File: src/rtl/la_pkg.sv
// Shared constants and state encoding for the logic-analyzer capture controller.
package la_pkg;
  localparam int unsigned DEPTH  = 2048;
  localparam int unsigned ADDR_W = $clog2(DEPTH);
  localparam int unsigned DATA_W = 8;

  typedef enum logic [2:0] {IDLE, FILL, ARMED, POST, DONE} cap_state_t;
endpackage

File: src/rtl/la_capture_ctrl_if.sv
// Sample-buffer RAM port bundle; the capture controller is the master.
interface la_capture_ctrl_if;
  import la_pkg::*;

  logic              bram_en;
  logic              bram_we;
  logic [ADDR_W-1:0] bram_addr;
  logic [DATA_W-1:0] bram_din;
  logic [DATA_W-1:0] bram_dout;

  modport master (output bram_en, bram_we, bram_addr, bram_din, input bram_dout);
  modport slave  (input bram_en, bram_we, bram_addr, bram_din, output bram_dout);
endinterface

File: src/rtl/la_capture_ctrl_trigger.sv
// Per-sample trigger comparator: masked level match, plus edge match on
// trig_edge bits when LA_CAPTURE_EDGE_TRIG_EN is defined.
module la_trigger_match
  import la_pkg::*;
(
  input  logic [DATA_W-1:0] i_probe,
  input  logic [DATA_W-1:0] i_mask,
  input  logic [DATA_W-1:0] i_value,
`ifdef LA_CAPTURE_EDGE_TRIG_EN
  input  logic [DATA_W-1:0] i_edge,
  input  logic [DATA_W-1:0] i_prev,
  input  logic              i_prev_valid,
`endif
  output logic              o_hit
);

`ifdef LA_CAPTURE_EDGE_TRIG_EN
  logic [DATA_W-1:0] w_lvl_bits;
  logic [DATA_W-1:0] w_edge_bits;
  logic              w_lvl_ok;
  logic              w_edge_ok;

  assign w_lvl_bits  = i_mask & ~i_edge;
  assign w_edge_bits = i_mask & i_edge;
  assign w_lvl_ok    = ((i_probe ^ i_value) & w_lvl_bits) == '0;
  // An edge bit hits only if it now sits at the target level and the previous sample did not.
  assign w_edge_ok   = (w_edge_bits == '0) ||
                       (i_prev_valid &&
                        (((i_probe ^ i_value) & w_edge_bits) == '0) &&
                        (((i_prev ^ i_value) & w_edge_bits) == w_edge_bits));
  assign o_hit       = w_lvl_ok & w_edge_ok;
`else
  assign o_hit = ((i_probe ^ i_value) & i_mask) == '0;
`endif
endmodule

File: src/rtl/la_capture_ctrl.sv
// Capture controller for the 2048 x 8 sample buffer: circular pre-trigger fill,
// masked trigger, post-trigger fill, then oldest-first readout. Option: LA_CAPTURE_EDGE_TRIG_EN.
module la_capture_ctrl
  import la_pkg::*;
(
  input  logic              CLK,
  input  logic              RST_N,
  input  logic [DATA_W-1:0] probe,
  input  logic              sample_en,
  input  logic              arm,
  input  logic              abort,
  input  logic [ADDR_W-1:0] pre_count,
  input  logic [DATA_W-1:0] trig_mask,
  input  logic [DATA_W-1:0] trig_value,
`ifdef LA_CAPTURE_EDGE_TRIG_EN
  input  logic [DATA_W-1:0] trig_edge,
`endif
  input  logic              rd_req,
  input  logic [ADDR_W-1:0] rd_idx,
  output logic [DATA_W-1:0] rd_data,
  output logic              rd_valid,
  output logic              busy,
  output logic              triggered,
  output logic              done,
  output logic [ADDR_W-1:0] trig_addr,
  output logic [ADDR_W-1:0] start_addr,
  la_capture_ctrl_if.master bram
);

  cap_state_t        r_state;
  cap_state_t        w_state_nxt;
  logic [ADDR_W-1:0] r_pre;
  logic [DATA_W-1:0] r_mask;
  logic [DATA_W-1:0] r_value;
  logic [ADDR_W-1:0] r_wr_ptr;
  logic              r_triggered;
  logic [ADDR_W-1:0] r_trig_addr;
  logic [ADDR_W-1:0] r_start_addr;
  logic              r_bram_en;
  logic              r_bram_we;
  logic [ADDR_W-1:0] r_bram_addr;
  logic [DATA_W-1:0] r_bram_din;
  logic              r_rd_valid;

  logic              w_hit;
  logic              w_arm_load;
  logic              w_wr_en;
  logic              w_rd_en;
  logic              w_trig_set;
  logic [ADDR_W-1:0] w_trig_start;

`ifdef LA_CAPTURE_EDGE_TRIG_EN
  logic [DATA_W-1:0] r_edge;
  logic [DATA_W-1:0] r_prev;
  logic              r_prev_valid;
`endif

  la_trigger_match u_match (
    .i_probe      (probe),
    .i_mask       (r_mask),
    .i_value      (r_value),
`ifdef LA_CAPTURE_EDGE_TRIG_EN
    .i_edge       (r_edge),
    .i_prev       (r_prev),
    .i_prev_valid (r_prev_valid),
`endif
    .o_hit        (w_hit)
  );

  assign w_trig_start = r_wr_ptr - r_pre;

  always_comb begin
    w_state_nxt = r_state;
    w_arm_load  = 1'b0;
    w_wr_en     = 1'b0;
    w_rd_en     = 1'b0;
    w_trig_set  = 1'b0;
    if (abort) begin
      w_state_nxt = IDLE;
    end else begin
      case (r_state)
        IDLE, DONE: begin
          if (arm) begin
            w_arm_load  = 1'b1;
            w_state_nxt = (pre_count == '0) ? ARMED : FILL;
          end else if (r_state == DONE && rd_req) begin
            w_rd_en = 1'b1;
          end
        end
        FILL: begin
          if (sample_en) begin
            w_wr_en = 1'b1;
            // wr_ptr equals the sample index while filling, since it restarts at 0 on arm
            if (r_wr_ptr == r_pre - ADDR_W'(1)) w_state_nxt = ARMED;
          end
        end
        ARMED: begin
          if (sample_en) begin
            w_wr_en = 1'b1;
            if (w_hit) begin
              w_trig_set  = 1'b1;
              // With a full-depth pre-trigger window the trigger sample is the only post sample
              w_state_nxt = (r_pre == '1) ? DONE : POST;
            end
          end
        end
        POST: begin
          if (sample_en) begin
            w_wr_en = 1'b1;
            if (r_wr_ptr == r_start_addr - ADDR_W'(1)) w_state_nxt = DONE;
          end
        end
        default: w_state_nxt = IDLE;
      endcase
    end
  end

  always_ff @(posedge CLK or negedge RST_N) begin
    if (!RST_N) begin
      r_state      <= IDLE;
      r_pre        <= '0;
      r_mask       <= '0;
      r_value      <= '0;
      r_wr_ptr     <= '0;
      r_triggered  <= 1'b0;
      r_trig_addr  <= '0;
      r_start_addr <= '0;
      r_bram_en    <= 1'b0;
      r_bram_we    <= 1'b0;
      r_bram_addr  <= '0;
      r_bram_din   <= '0;
      r_rd_valid   <= 1'b0;
    end else begin
      r_state    <= w_state_nxt;
      r_bram_en  <= w_wr_en | w_rd_en;
      r_bram_we  <= w_wr_en;
      r_rd_valid <= r_bram_en & ~r_bram_we;
      if (w_wr_en) begin
        r_bram_addr <= r_wr_ptr;
        r_bram_din  <= probe;
        r_wr_ptr    <= r_wr_ptr + ADDR_W'(1);
      end else if (w_rd_en) begin
        r_bram_addr <= r_start_addr + rd_idx;
      end
      if (abort) begin
        r_triggered <= 1'b0;
      end else if (w_arm_load) begin
        r_pre       <= pre_count;
        r_mask      <= trig_mask;
        r_value     <= trig_value;
        r_triggered <= 1'b0;
        r_wr_ptr    <= '0;
      end
      if (w_trig_set) begin
        r_triggered  <= 1'b1;
        r_trig_addr  <= r_wr_ptr;
        r_start_addr <= w_trig_start;
      end
    end
  end

`ifdef LA_CAPTURE_EDGE_TRIG_EN
  always_ff @(posedge CLK or negedge RST_N) begin
    if (!RST_N) begin
      r_edge       <= '0;
      r_prev       <= '0;
      r_prev_valid <= 1'b0;
    end else if (w_arm_load) begin
      r_edge       <= trig_edge;
      r_prev_valid <= 1'b0;
    end else if (w_wr_en) begin
      r_prev       <= probe;
      r_prev_valid <= 1'b1;
    end
  end
`endif

  assign bram.bram_en   = r_bram_en;
  assign bram.bram_we   = r_bram_we;
  assign bram.bram_addr = r_bram_addr;
  assign bram.bram_din  = r_bram_din;
  assign rd_data        = bram.bram_dout;
  assign rd_valid       = r_rd_valid;
  assign busy           = (r_state == FILL) || (r_state == ARMED) || (r_state == POST);
  assign done           = (r_state == DONE);
  assign triggered      = r_triggered;
  assign trig_addr      = r_trig_addr;
  assign start_addr     = r_start_addr;
endmodule

File: src/flat_wrapper.sv
// flat-port wrapper written by rule: the top's interface ports become plain ports
module la_capture_ctrl_flat import la_pkg::*;
  (CLK, RST_N, probe, sample_en, arm, abort, pre_count, trig_mask, trig_value, rd_req, rd_idx, rd_data, rd_valid, busy, triggered, done, trig_addr, start_addr, bram_bram_en, bram_bram_we, bram_bram_addr, bram_bram_din, bram_bram_dout);
  la_capture_ctrl_if bram_i ();
  input  logic CLK;
  input  logic RST_N;
  input  logic [DATA_W-1:0] probe;
  input  logic sample_en;
  input  logic arm;
  input  logic abort;
  input  logic [ADDR_W-1:0] pre_count;
  input  logic [DATA_W-1:0] trig_mask;
  input  logic [DATA_W-1:0] trig_value;
  input  logic rd_req;
  input  logic [ADDR_W-1:0] rd_idx;
  output logic [DATA_W-1:0] rd_data;
  output logic rd_valid;
  output logic busy;
  output logic triggered;
  output logic done;
  output logic [ADDR_W-1:0] trig_addr;
  output logic [ADDR_W-1:0] start_addr;
  output wire logic [$bits(bram_i.bram_en)-1:0] bram_bram_en;
  output wire logic [$bits(bram_i.bram_we)-1:0] bram_bram_we;
  output wire logic [$bits(bram_i.bram_addr)-1:0] bram_bram_addr;
  output wire logic [$bits(bram_i.bram_din)-1:0] bram_bram_din;
  input wire logic [$bits(bram_i.bram_dout)-1:0] bram_bram_dout;
  assign bram_bram_en = bram_i.bram_en;
  assign bram_bram_we = bram_i.bram_we;
  assign bram_bram_addr = bram_i.bram_addr;
  assign bram_bram_din = bram_i.bram_din;
  assign bram_i.bram_dout = bram_bram_dout;
  la_capture_ctrl u_core (.CLK(CLK), .RST_N(RST_N), .probe(probe), .sample_en(sample_en), .arm(arm), .abort(abort), .pre_count(pre_count), .trig_mask(trig_mask), .trig_value(trig_value), .rd_req(rd_req), .rd_idx(rd_idx), .rd_data(rd_data), .rd_valid(rd_valid), .busy(busy), .triggered(triggered), .done(done), .trig_addr(trig_addr), .start_addr(start_addr), .bram(bram_i));
endmodule
File: config.mk
export PLATFORM = sky130hd
export DESIGN_NAME = la_capture_ctrl_flat
export DESIGN_NICKNAME = d
export VERILOG_FILES = /design/src/rtl/la_pkg.sv /design/src/rtl/la_capture_ctrl_if.sv /design/src/rtl/la_capture_ctrl_trigger.sv /design/src/rtl/la_capture_ctrl.sv /design/src/flat_wrapper.sv
export SDC_FILE = /design/constraint.sdc
export NUM_CORES = 1
export LEC_CHECK = 0
export ABC_AREA = 1
export BUFFER_PORTS_ARGS = -buffer_cell sky130_fd_sc_hd__buf_2
export CORE_ASPECT_RATIO = 1.5
export CORE_MARGIN = 2
export CORE_UTILIZATION = 56
export DETAILED_ROUTE_END_ITERATION = 8
export PLACE_DENSITY = 0.86
export SKIP_CTS_REPAIR_TIMING = 1
export SYNTH_ARGS = -nofsm -noshare
export SYNTH_HDL_FRONTEND = slang
export SYNTH_SLANG_ARGS = --single-unit
File: constraint.sdc
create_clock -name CLK -period 2.8 [get_ports CLK]
set_input_delay 0.56 -clock CLK [delete_from_list [all_inputs] [get_ports CLK]]
set_output_delay 0.56 -clock CLK [all_outputs]
set_load 0.02 [all_outputs]
Word-level counts from Yosys, hierarchy flattened
Cells that the tools add are included.
- register bits: 86
- logic and storage cells: 83
- output and inout bits: 55
- bitwise gates (word level): 6
- reductions and logical operators: 12
- $add $sub $neg: 5
- eq/ne operators: 14
- multiplexer cells: 33
- operator list (cell ; number):
    2-to-1 mux 11 bit ; 5
    2-to-1 mux 3 bit ; 9
    == test 11 bit ; 2
    subtractor 11 x 1 -> 11 bit (second input constant) ; 2
    2-to-1 mux 1 bit ; 17
    inequality test 3 bit (second input constant) ; 5
    case mux 3 bit (4 select lines) ; 1
    adder 11 x 1 -> 11 bit (second input constant) ; 1
    adder 11 bit ; 1
    == test 11 bit (second input constant) ; 1
    logical NOT 11 bit ; 1
    subtractor 11 bit ; 1
    bitwise AND 8 bit ; 1
    logical NOT 8 bit ; 1
    XOR 8 bit ; 1
    AND reduction 7 bit ; 1
    == test 3 x 2 -> 1 bit (second input constant) ; 2
    inequality test 3 x 2 -> 1 bit (second input constant) ; 2
    == test 3 x 1 -> 1 bit (second input constant) ; 1
    == test 3 bit (second input constant) ; 1
    logical NOT 3 bit ; 1
    nonzero test 3 bit ; 1
    OR reduction 3 bit ; 1
    logical OR 1 bit ; 2
    other kinds (8) ; 9

Logic depth before layout (Yosys ltp)
Gate-level depths: netlist (run 1).
- word-level depth: 8
- mapped depth: 14
- gate-level depth less buffers: 14

Hierarchy
Synthesis (run 1) repeated with hierarchy kept, for this count alone.
- cells, all modules: 745
- area, all modules: 5425.2 um^2
- by module, submodules not included (module ; cells an instance ; area each (um^2) ; instances):
    la_capture_ctrl ; 703 ; 5262.5 ; 1
    la_trigger_match ; 42 ; 162.7 ; 1

Least setup slack after synthesis (run 1)
No wires, ideal clock.
- kind: register to register
- start: register u_core.r_wr_ptr[0]
- end: register u_core.r_start_addr[8], in the netlist u_core.start_addr[8]
- buffers on the path: 0
- data required time: 2718 ps
- setup time: 82 ps
- slack: 613 ps
- arrival time: 2105 ps
- cell stages (with the launch flop): 10
- cells stage by stage: dfrtp_1 -> inv_1 -> ha_1 -> fa_1 -> o31ai_1 -> nand2_1 -> nand2_1 -> a21oi_1 -> or2_2 -> a31oi_1
- longest elaborated chain between the ends: 1
- ends and longest elaborated chain (what ; line ; source):
    start: declaration ; la_capture_ctrl.sv:35 ; logic [ADDR_W-1:0] r_wr_ptr;
    start signal: assignment ; la_capture_ctrl.sv:141 ; r_wr_ptr <= r_wr_ptr + ADDR_W'(1);
    subtractor 11 bit ; la_capture_ctrl.sv:70 ; assign w_trig_start = r_wr_ptr - r_pre;
    end signal: assignment ; la_capture_ctrl.sv:157 ; r_start_addr <= w_trig_start;
    end: declaration ; la_capture_ctrl.sv:38 ; logic [ADDR_W-1:0] r_start_addr;
Every way passes these cells.
A chain may end at the register's enable or synchronous reset.

Final worst setup path (run 1)
Same ends and word-level chain as after synthesis.

==> results of run 1 <==
kinds of logic after synthesis:
| logic type | after synthesis | synth area share [%] |
|---|---|---|
| xor+xnor | 27 | 4.31 |
| compound gates | 112 | 11.4 |
| buf+inv | 114 | 8.62 |
| simple gates | 375 | 30.3 |
| fa+ha+maj | 26 | 6.20 |
| flops | 86 | 39.2 |
layout make-up:
| type | count | area (um^2) |
|---|---|---|
| clock buffers | 10 | 239 |
| clock inverters | 6 | 73.8 |
| fillers | 841 | 3250 |
| inverters | 90 | 343 |
| multi-input cells | 540 | 2860 |
| flip-flops and latches | 86 | 2150 |
| well taps | 115 | 144 |
| repair buffers | 107 | 573 |
state kept, by name, summed over array words and instances, names as in the netlist:
register / count
u_core.bram.bram_addr: 11
u_core.trig_addr: 11
u_core.r_mask: 8
u_core.r_value: 8
u_core.rd_valid: 1
u_core.bram.bram_din: 8
u_core.r_state: 3
u_core.start_addr: 11
u_core.bram.bram_we: 1
u_core.triggered: 1
u_core.r_wr_ptr: 11
u_core.r_pre: 11
u_core.bram.bram_en: 1
metal layers:
metal	vias to the layer above	share of wire (%)	global-route usage (%)
met1	2556	37	34.6
met2	216	51	52.2
met4	0	5.8	17.2
met5	-	0	0
li1	2589	-	-
met3	54	5.5	4.42
cells in the mapped netlist, types with 2 or more instances:
cell	number	area share, %
o31ai_1	3	0.41
nor2_2	4	0.46
a21oi_1	28	2.6
nand3b_1	4	0.55
nor2_1	53	3.6
o221ai_1	5	0.80
o211ai_1	3	0.41
xnor2_1	11	1.8
ha_1	24	5.5
nor3_1	13	1.2
o21ai_0	60	5.5
fa_1	2	0.73
buf_4	8	1.1
nand2_2	4	0.46
a31oi_1	4	0.46
buf_2	2	0.18
clkbuf_1	13	0.89
nand4_1	16	1.8
nor2_4	4	0.82
nand2_1	218	15
dfrtp_1	86	39
o21bai_1	2	0.27
nand3_1	47	4.3
inv_1	89	6.1
xor2_1	16	2.6
or2_2	4	0.46
o2111ai_1	2	0.32
final timing paths:
check | to | slack [ns] | cells after the start
worst min register to register | u_core.rd_valid$_DFF_PN0_ | 0.41 | 1
worst min-delay path | u_core.bram.bram_din[1]$_DFFE_PN0P_ | 0.20 | 1
worst max-delay path | u_core.start_addr[8]$_DFFE_PN0P_ | 0.43 | 9
max in group asynchronous | u_core.start_addr[7]$_DFFE_PN0P_ | 1.95 | 2
min in group CLK | u_core.rd_valid$_DFF_PN0_ | 0.41 | 1
worst max register to register | u_core.start_addr[8]$_DFFE_PN0P_ | 0.43 | 9
power breakdown:
group	total, mW	switching (mW)	internal [mW]
logic	3.06	1.95	1.11
registers	2.09	0.447	1.64
clock network	1.26	0.531	0.730
total	6.41	2.92	3.48
per-stage QoR:
stage | instances | setup WS, ns | util, % | power, mW | hold slack (ns)
6_report | 954 | 0.434 | 66.3 | 6.41 | 0.202
5_1_grt | 954 | 0.226 | 66.3 | 6.92 | 0.254
4_1_cts | 954 | 0.423 | 66.3 | 6.39 | 0.227
3_5_place_dp | 938 | 0.445 | 63.1 | 5.11 | 0.403
3_3_place_gp | 938 | 0.478 | 63.1 | 5.03 | 0.401
2_1_floorplan | 740 | 0.613 | - | 4.25 | 0.264
critical path, delay by kind of cell, from the launching register on:
family / cells / cell delay (ns)
simple gates: 3 / 0.47
fa+ha+maj: 2 / 0.73
buf+inv: 1 / 0.11
compound gates: 3 / 0.57
flops: 1 / 0.41
placed cells by master (no fill, tap or decap), types with 11 or more instances in the layout:
cell type | netlist | routed
nand3_1 | 47 | 47
o21ai_0 | 60 | 60
xnor2_1 | 11 | 11
nor2_1 | 53 | 52
nor3_1 | 13 | 13
xor2_1 | 16 | 16
dfrtp_1 | 86 | 86
nand4_1 | 16 | 16
inv_1 | 89 | 89
nand2_1 | 218 | 218
buf_2 | 2 | 97
a21oi_1 | 28 | 28
ha_1 | 24 | 24
==> out/results.ini, run 1 <==
[route]
drc = 0
drtPass1Iterations = 5
antenna_left = 0
drtIter0Drc = 344
wire_per_inst_um = 16.1
via_per_inst = 5.68
wirelength_um = 15400
dr_total_vias = 5415

[sta]
timing.final.crit_period_ns = 2.37
worstMarginPinSlew_ns = 0.670
max_freq_ghz = 0.423
min_period_over_period_pct = 84.5
maxSlewViolCount = 0
setup_viol = 0
rsz0062_at_grt = no
setup_tns_ns = 0
hold_viol = 0
finClkSkew_ns = 0.00924
slew-limit-headroom_pct = 55.3

[cells_and_area]
drive_above_1_share_pct = 17.5
nets = 920
syn_to_final_growth_pct = 16.4
final_area_um2 = 6390
diodes = 0

[floorplan]
start_util_pct = 56.9
die_y_um = 125
core_um2 = 9630
dieWidth_um = 84.8
die_area_um2 = 10600
pin_count = 115
rows = 44

[logic_synthesis]
ys_ff_latch = 86
ys_types = 42
postSynthNetCount = 826
synth-edff-count = 0
synthCells = 740
async_flop_share_pct = 100
ys_seq_area_share_pct = 39.2
ys.warnings.count = 0
synth.cell_area_um2 = 5490
postSynthAreaPerCell_um2 = 7.41
synth_ff_type = dfrtp_1

[clocking]
clk_pin_slew_ns = 0.07
cts_buffer_depth = 2
clock-sinks = 86
numCtsBuffers = 9
cts_max_level = 3
clockRootBuffer = clkbuf_16
insertion_delay_ns = 0.35
cts_tree = yes

[worst_setup_path]
cpMostUsedCell = nand2_1
cpPeakStageDelay_ns = 0.48
worstPathMaxFanout = 5
cp_data_arrival_time_ns = 2.63
cpMaxStageDelayCell = fa_1
startpoint = u_core.r_wr_ptr[0]$_DFF_PN0_
cp-end-kind = flop
crit_required_ns = 3.06
rr_startpoint = u_core.r_wr_ptr[0]$_DFF_PN0_
path_cells = inv_1 > ha_1 > fa_1 > o31ai_1 > nand2_1 > nand2_1 > a21oi_1 > or2_2 > a31oi_1
critPathKind = flop to flop
cp-start-kind = flop

[placement]
io_buffers = 98
place_area_um2 = 6080
dp.final_hpwl_um = 11500
gp_congestion = 0.981

[power_and_ir_drop]
leakage_nw = 3.43
ir_worst_vdd_v = 0.000653
p_per_area_nw_per_um2 = 1000

[global_routing]
grt_pass1_wl_um = 25200
grt_overflow = 0
grt_start_max_net_pins = 45
antenna_found_initial = 0
grt_pass1_vias = 5309
grt_usage_pct = 30.0

[flow_run]
maxCapViolations = 0

[run_status]
outcome = completed

[worst_hold_path]
hp-class = primary input to async pin

Note: power is estimated with default switching activity, not from simulation.
==> run 2, diff against run 1 <==
- CORE_UTILIZATION: 56 -> 50
- PLACE_DENSITY: 0.86 -> 0.82
- clock period: 2.8 -> 2.15 ns (I/O delays scaled with it)
==> run 2 against run 1 <==
  * Combinational power grew 43%
  * Cell area increased by 4.3%
  * Routed wire length about the same
  * Via count shrank 1.6%
  * Fmax grew 12%
  * Flip-flop and latch count unchanged
  * Clock power grew 37%
  * Cell count is 5.0% higher
  * Critical path depth did not move
  * Worst setup slack got worse by 0.40 ns
  * Largest cell class unchanged
  * Largest power group unchanged
  * Highest routed layer unchanged
==> out/results.ini, run 2 (synthesis gave the netlist of run 1 again) <==
[run_status]
outcome = completed

[worst_setup_path]
cp-end-kind = flop
cpMaxStageDelayCell = dfrtp_1
cp-start-kind = flop
cp_data_arrival_time_ns = 2.38  ; -0.25 ns
cpPeakStageDelay_ns = 0.43  ; -0.05 ns
path_depth = 9  ; unchanged
path_cells = inv_1 > ha_1 > inv_1 > o31ai_4 > nand2_1 > nand2_1 > a21oi_1 > or2_2 > a31oi_1
crit_buf_inv = 2  ; +1
worstPathMaxFanout = 5  ; unchanged
crit_required_ns = 2.41  ; -0.65 ns
critical-path-top-delay-family = compound AO/OA/AOI/OAI gates
reg2reg_depth = 9  ; unchanged
critPathKind = flop to flop

[clocking]
cts_buffer_depth = 2  ; unchanged
clockRootBuffer = clkbuf_16
numCtsBuffers = 9  ; unchanged
cts_tree = yes
insertion_delay_ns = 0.35  ; about the same
clock-sinks = 86  ; unchanged
cts_max_level = 3  ; unchanged
clk_pin_slew_ns = 0.07  ; about the same

[cells_and_area]
layout_common_cells = nand2_1 (218), buf_2 (97), inv_1 (89)
nFillCells = 930  ; +11%
utilization_pct = 62.6  ; -3.7 points
drive_above_1_share_pct = 20.4  ; +2.9 points
mostFrequentLayoutCell = nand2_1
syn_to_final_growth_pct = 21.5
nets = 939  ; +2.1%
final_area_um2 = 6670  ; +4.3%
diodes = 0  ; unchanged
fin_cells = 1002  ; +5.0%

[global_routing]
grt_usage_pct = 26.1  ; -3.9 points
antenna_found_initial = 0  ; unchanged
grt_pass1_vias = 5064  ; -4.6%
grt_overflow = 0  ; unchanged
grt_pass1_wl_um = 23700  ; -6.0%
grt_start_max_net_pins = 87  ; +93%

[sta]
finClkSkew_ns = 0.00671  ; -0.00253 ns
setup_tns_ns = 0  ; unchanged
maxSlewViolCount = 0  ; unchanged
max_freq_ghz = 0.473  ; +12%
min_period_over_period_pct = 98.3  ; +14 points
timing.final.crit_period_ns = 2.11  ; -0.252 ns
hold_ws_ns = 0.118  ; -0.0845 ns
worstMarginPinSlew_ns = 0.706  ; +0.0351 ns
hold_viol = 0  ; unchanged
slew-limit-headroom_pct = 52.9  ; -2.3 points
setup_slack_ns = 0.0360  ; -0.398 ns
setup_viol = 0  ; unchanged

[placement]
dpl.cell_count = 986  ; +5.1%
dp_slack_ns = 0.0173  ; -0.427 ns
dp.final_hpwl_um = 11400  ; -1.5%
io_buffers = 98  ; unchanged
gp_congestion = 0.964  ; -1.7%
place_area_um2 = 6260  ; +3.0%

[floorplan]
pin_count = 115  ; unchanged
dieWidth_um = 89.5  ; +5.6%
start_util_pct = 51.5  ; -5.4 points
rows = 46  ; +4.5%
die_y_um = 132  ; +5.6%
core_um2 = 10600  ; +11%
die_area_um2 = 11800  ; +12%

[worst_hold_path]
hp-class = primary input to async pin

[power_and_ir_drop]
ir_worst_vdd_v = 0.000953  ; +46%
p_per_area_nw_per_um2 = 1320  ; +31%
finalPower_mw = 8.78  ; +37%
leakage_nw = 3.53  ; +3.0%

[route]
wirelength_um = 15400  ; about the same
drtPass1Iterations = 6  ; +1
via_per_inst = 5.32  ; -6.3%
drtIter0Drc = 382  ; +11%
drc = 0  ; unchanged
antenna_left = 0  ; unchanged
dr_total_vias = 5331  ; -1.6%
wire_per_inst_um = 15.3  ; -4.8%

[flow_run]
maxCapViolations = 0  ; unchanged

-- run 2: worst paths after layout --
check | to | slack (ns) | start
setup / recovery | u_core.start_addr[8]$_DFFE_PN0P_ | 0.04 | u_core.r_pre[3]$_DFFE_PN0P_
hold / removal | u_core.bram.bram_din[4]$_DFFE_PN0P_ | 0.12 | RST_N
setup reg to reg | u_core.start_addr[8]$_DFFE_PN0P_ | 0.04 | u_core.r_pre[3]$_DFFE_PN0P_
hold reg to reg | u_core.rd_valid$_DFF_PN0_ | 0.44 | u_core.bram.bram_we$_DFF_PN0_
max in group asynchronous | u_core.start_addr[2]$_DFFE_PN0P_ | 1.66 | RST_N
min in group CLK | u_core.r_mask[0]$_DFFE_PN0P_ | 0.28 | trig_mask[0]
-- run 2: routing by layer --
metal | share of wire [%] | up-vias | routed length, um | global-route usage (%)
met4 | 6.2 | 0 | 950 | 15.5
met5 | 0 | - | 0 | 0
met1 | 37 | 2416 | 5730 | 29.2
li1 | - | 2631 | - | -
met3 | 6.3 | 69 | 961 | 4.63
met2 | 50 | 215 | 7740 | 44.7
-- run 2: layout make-up --
cell class	instances	area (um^2)	share of cell area [%]
clock buffer	9	225	3.38
clock inverter	7	105	1.58
inverter	90	343	5.14
multi-input combinational	540	2940	44.2
sequential	86	2150	32.3
tap	144	180	2.70
timing repair buffer	126	716	10.7
-- run 2: where the power goes --
group	internal (mW)	switching, mW
Sequential	2.14	0.524
Clock	1.04	0.697
Combinational	1.68	2.70
==> run 3, diff against run 2 <==
- SYNTH_HIERARCHICAL: unset -> 1
==> run 3 against run 2 <==
  * Cell area fell by 2.9%
  * Clock skew is 0.0018 ns higher
  * Flip-flop and latch count stayed put
  * Critical path type unchanged
  * Area after synthesis down 1.1%
  * Synthesized cell count increased by 0.68%
  * Sequential share of layout area increased by 0.98 points
  * Highest routed layer unchanged
==> out/results.ini, run 3 <==
[run_status]
outcome = completed

[route]
antenna_left = 0  ; unchanged
drc = 0  ; unchanged
wirelength_um = 15200  ; -1.1%
wire_per_inst_um = 15.2  ; -0.87%
via_per_inst = 5.34  ; +0.39%
dr_total_vias = 5341  ; +0.19%
drtIter0Drc = 507  ; +33%
drtPass1Iterations = 6  ; unchanged

[cells_and_area]
layout_common_cells = nand2_1 (257), buf_2 (97), dfrtp_1 (84)
multiInputGateArea_um2 = 2880  ; -2.2%
ff_latch_area_um2 = 2150  ; about the same
mostFrequentLayoutCell = nand2_1
drive_above_1_share_pct = 19.2  ; -1.2 points
diodes = 0  ; unchanged
nets = 938  ; -0.11%
syn_to_final_growth_pct = 19.3
nFillCells = 984  ; +5.8%
utilization_pct = 61.1  ; -1.5 points

[floorplan]
pin_count = 115  ; unchanged
start_util_pct = 51.2  ; -0.30 points
core_um2 = 10600  ; -0.54%
die_y_um = 132  ; -0.54%
dieWidth_um = 89.1  ; -0.54%
rows = 46  ; unchanged
die_area_um2 = 11700  ; -1.1%

[sta]
hold_ws_ns = 0.0548  ; -0.0629 ns
setup_viol = 0  ; unchanged
rsz0062_at_grt = no
hold_viol = 0  ; unchanged
maxSlewViolCount = 0  ; unchanged
slew-limit-headroom_pct = 65.9  ; +13 points
timing.final.crit_period_ns = 1.99  ; -0.126 ns
setup_tns_ns = 0  ; unchanged
min_period_over_period_pct = 92.5  ; -5.8 points
worstMarginPinSlew_ns = 0.511  ; -0.195 ns
finClkSkew_ns = 0.00853  ; +0.00182 ns
max_freq_ghz = 0.503  ; +6.3%

[placement]
dp.final_hpwl_um = 11500  ; +1.3%
io_buffers = 98  ; unchanged
gp_congestion = 0.990  ; +2.7%

[clocking]
cts_tree = yes
cts_buffer_depth = 2  ; unchanged
cts_max_level = 3  ; unchanged
insertion_delay_ns = 0.34  ; about the same
numCtsBuffers = 9  ; unchanged
clock-sinks = 86  ; unchanged
clockRootBuffer = clkbuf_16
clk_pin_slew_ns = 0.07  ; about the same

[logic_synthesis]
ys_seq_area_share_pct = 39.7  ; +0.44 points
synth_ff_type = dfrtp_1
ys.warnings.count = 6  ; +6
ys_ff_latch = 86  ; unchanged
synth_commonest_cells = nand2_1 (257), dfrtp_1 (86), inv_1 (70), nor2_1 (69), o21ai_0 (46)
yosysTopAreaCell = dfrtp_1
postSynthAreaPerCell_um2 = 7.28  ; -1.8%
postSynthNetCount = 831  ; +0.61%
yosysMostFrequentCell = nand2_1
synth_top_area_share_pct = 39.7  ; +0.44 points
ys_types = 43  ; +2.4%
synthCells = 745  ; +0.68%
async_flop_share_pct = 100  ; unchanged
synth_area_leaders = dfrtp_1 (40%), nand2_1 (18%), ha_1 (5.5%), inv_1 (4.8%), nor2_1 (4.8%)
synth.cell_area_um2 = 5430  ; -1.1%
synth-edff-count = 0  ; unchanged

[worst_hold_path]
hp-class = primary input to async pin

[global_routing]
grt_overflow = 0  ; unchanged
grt_usage_pct = 26.7  ; +0.58 points
grt_pass1_vias = 5180  ; +2.3%
grt_pass1_wl_um = 24200  ; +1.9%
antenna_found_initial = 0  ; unchanged
grt_start_max_net_pins = 38  ; -56%

[worst_setup_path]
r2r-end = u_core/bram.bram_addr[8]$_DFFE_PN0P_
rr_startpoint = u_core/start_addr[5]$_DFFE_PN0P_
cp_data_arrival_time_ns = 2.19  ; -0.19 ns
critPathKind = flop to flop
cp-start-kind = flop
reg2reg_slack_ns = 0.16  ; +0.13 ns
path_cells = ha_1 > a21oi_1 > o21ai_0 > a21oi_1 > nor2_1 > nor2_1 > nand2_1 > nand3_1 > o211ai_1
crit_buf_inv = 0  ; -2
cp-end-kind = flop
critical-path-top-delay-family = compound AO/OA/AOI/OAI gates
cpMaxStageDelayCell = dfrtp_1
crit_required_ns = 2.36  ; -0.05 ns
cpPeakStageDelay_ns = 0.49  ; +0.06 ns
worstPathMaxFanout = 6  ; +1
reg2reg_depth = 9  ; unchanged

[power_and_ir_drop]
p_per_area_nw_per_um2 = 1310  ; -0.33%
ir_worst_vdd_v = 0.000625  ; -34%
leakage_nw = 3.43  ; -3.0%

[flow_run]
maxCapViolations = 0  ; unchanged

==> run 3: area by class of cell <==
class | instances | area share, %
inverters | 77 | 4.48
flip-flops and latches | 86 | 33.3
clock buffers | 10 | 3.69
well taps | 144 | 2.78
repair buffers | 119 | 10.2
clock inverters | 5 | 1.02
multi-input cells | 559 | 44.5
==> run 3: stage by stage <==
step / cell area [um^2] / total power [mW] / setup WS [ns] / cells
floorplan: 5430 / 5.54 / 0.165 / 745
global placement: 6130 / 6.66 / 0.178 / 984
detailed placement: 6130 / 6.76 / 0.107 / 984
CTS: 6440 / 8.41 / 0.145 / 999
global route: 6470 / 9.18 / 0.00789 / 1000
finish: 6470 / 8.50 / 0.162 / 1000
==> run 3: logic make-up (layout without fill, tap and decap cells) <==
| logic type | Yosys count | in the layout | synth area share (%) |
|---|---|---|---|
| AND/OR/NAND/NOR | 415 | 415 | 32.4 |
| buffers and inverters | 100 | 211 | 7.73 |
| adder cells (fa/ha/maj) | 26 | 26 | 6.27 |
| AO/OA/AOI/OAI | 95 | 95 | 10.2 |
| flip-flops | 86 | 86 | 39.7 |
| XOR/XNOR | 23 | 23 | 3.71 |
==> run 3: layer usage <==
metal	track usage (%)	vias to the layer above	wire (um)
met2	47.2	198	7720
met3	4.90	43	846
met1	29.7	2489	5910
met5	0	-	0
li1	-	2611	-
met4	12.8	0	735
==> run 3: power breakdown <==
part	internal, mW	switching, mW
sequential	2.14	0.512
combinational	1.57	2.66
clock	0.940	0.668
==> run 3: worst max path at each step <==
stage | from | end | slack [ns] | cells after the start
final | u_core/start_addr[5]$_DFFE_PN0P_ | u_core/bram.bram_addr[8]$_DFFE_PN0P_ | 0.16 | 9
after global routing | u_core/start_addr[0]$_DFFE_PN0P_ | u_core/r_state[2]$_DFFE_PN0P_ | 0.008 | 13
after CTS | u_core/start_addr[0]$_DFFE_PN0P_ | u_core/r_state[0]$_DFFE_PN0P_ | 0.14 | 13
after detailed placement | rd_idx[3] | u_core/bram.bram_addr[8]$_DFFE_PN0P_ | 0.11 | 11
after global placement | rd_idx[0] | u_core/bram.bram_addr[4]$_DFFE_PN0P_ | 0.18 | 7
after floorplan | u_core/start_addr[0]$_DFFE_PN0P_ | u_core/r_state[2]$_DFFE_PN0P_ | 0.17 | 14
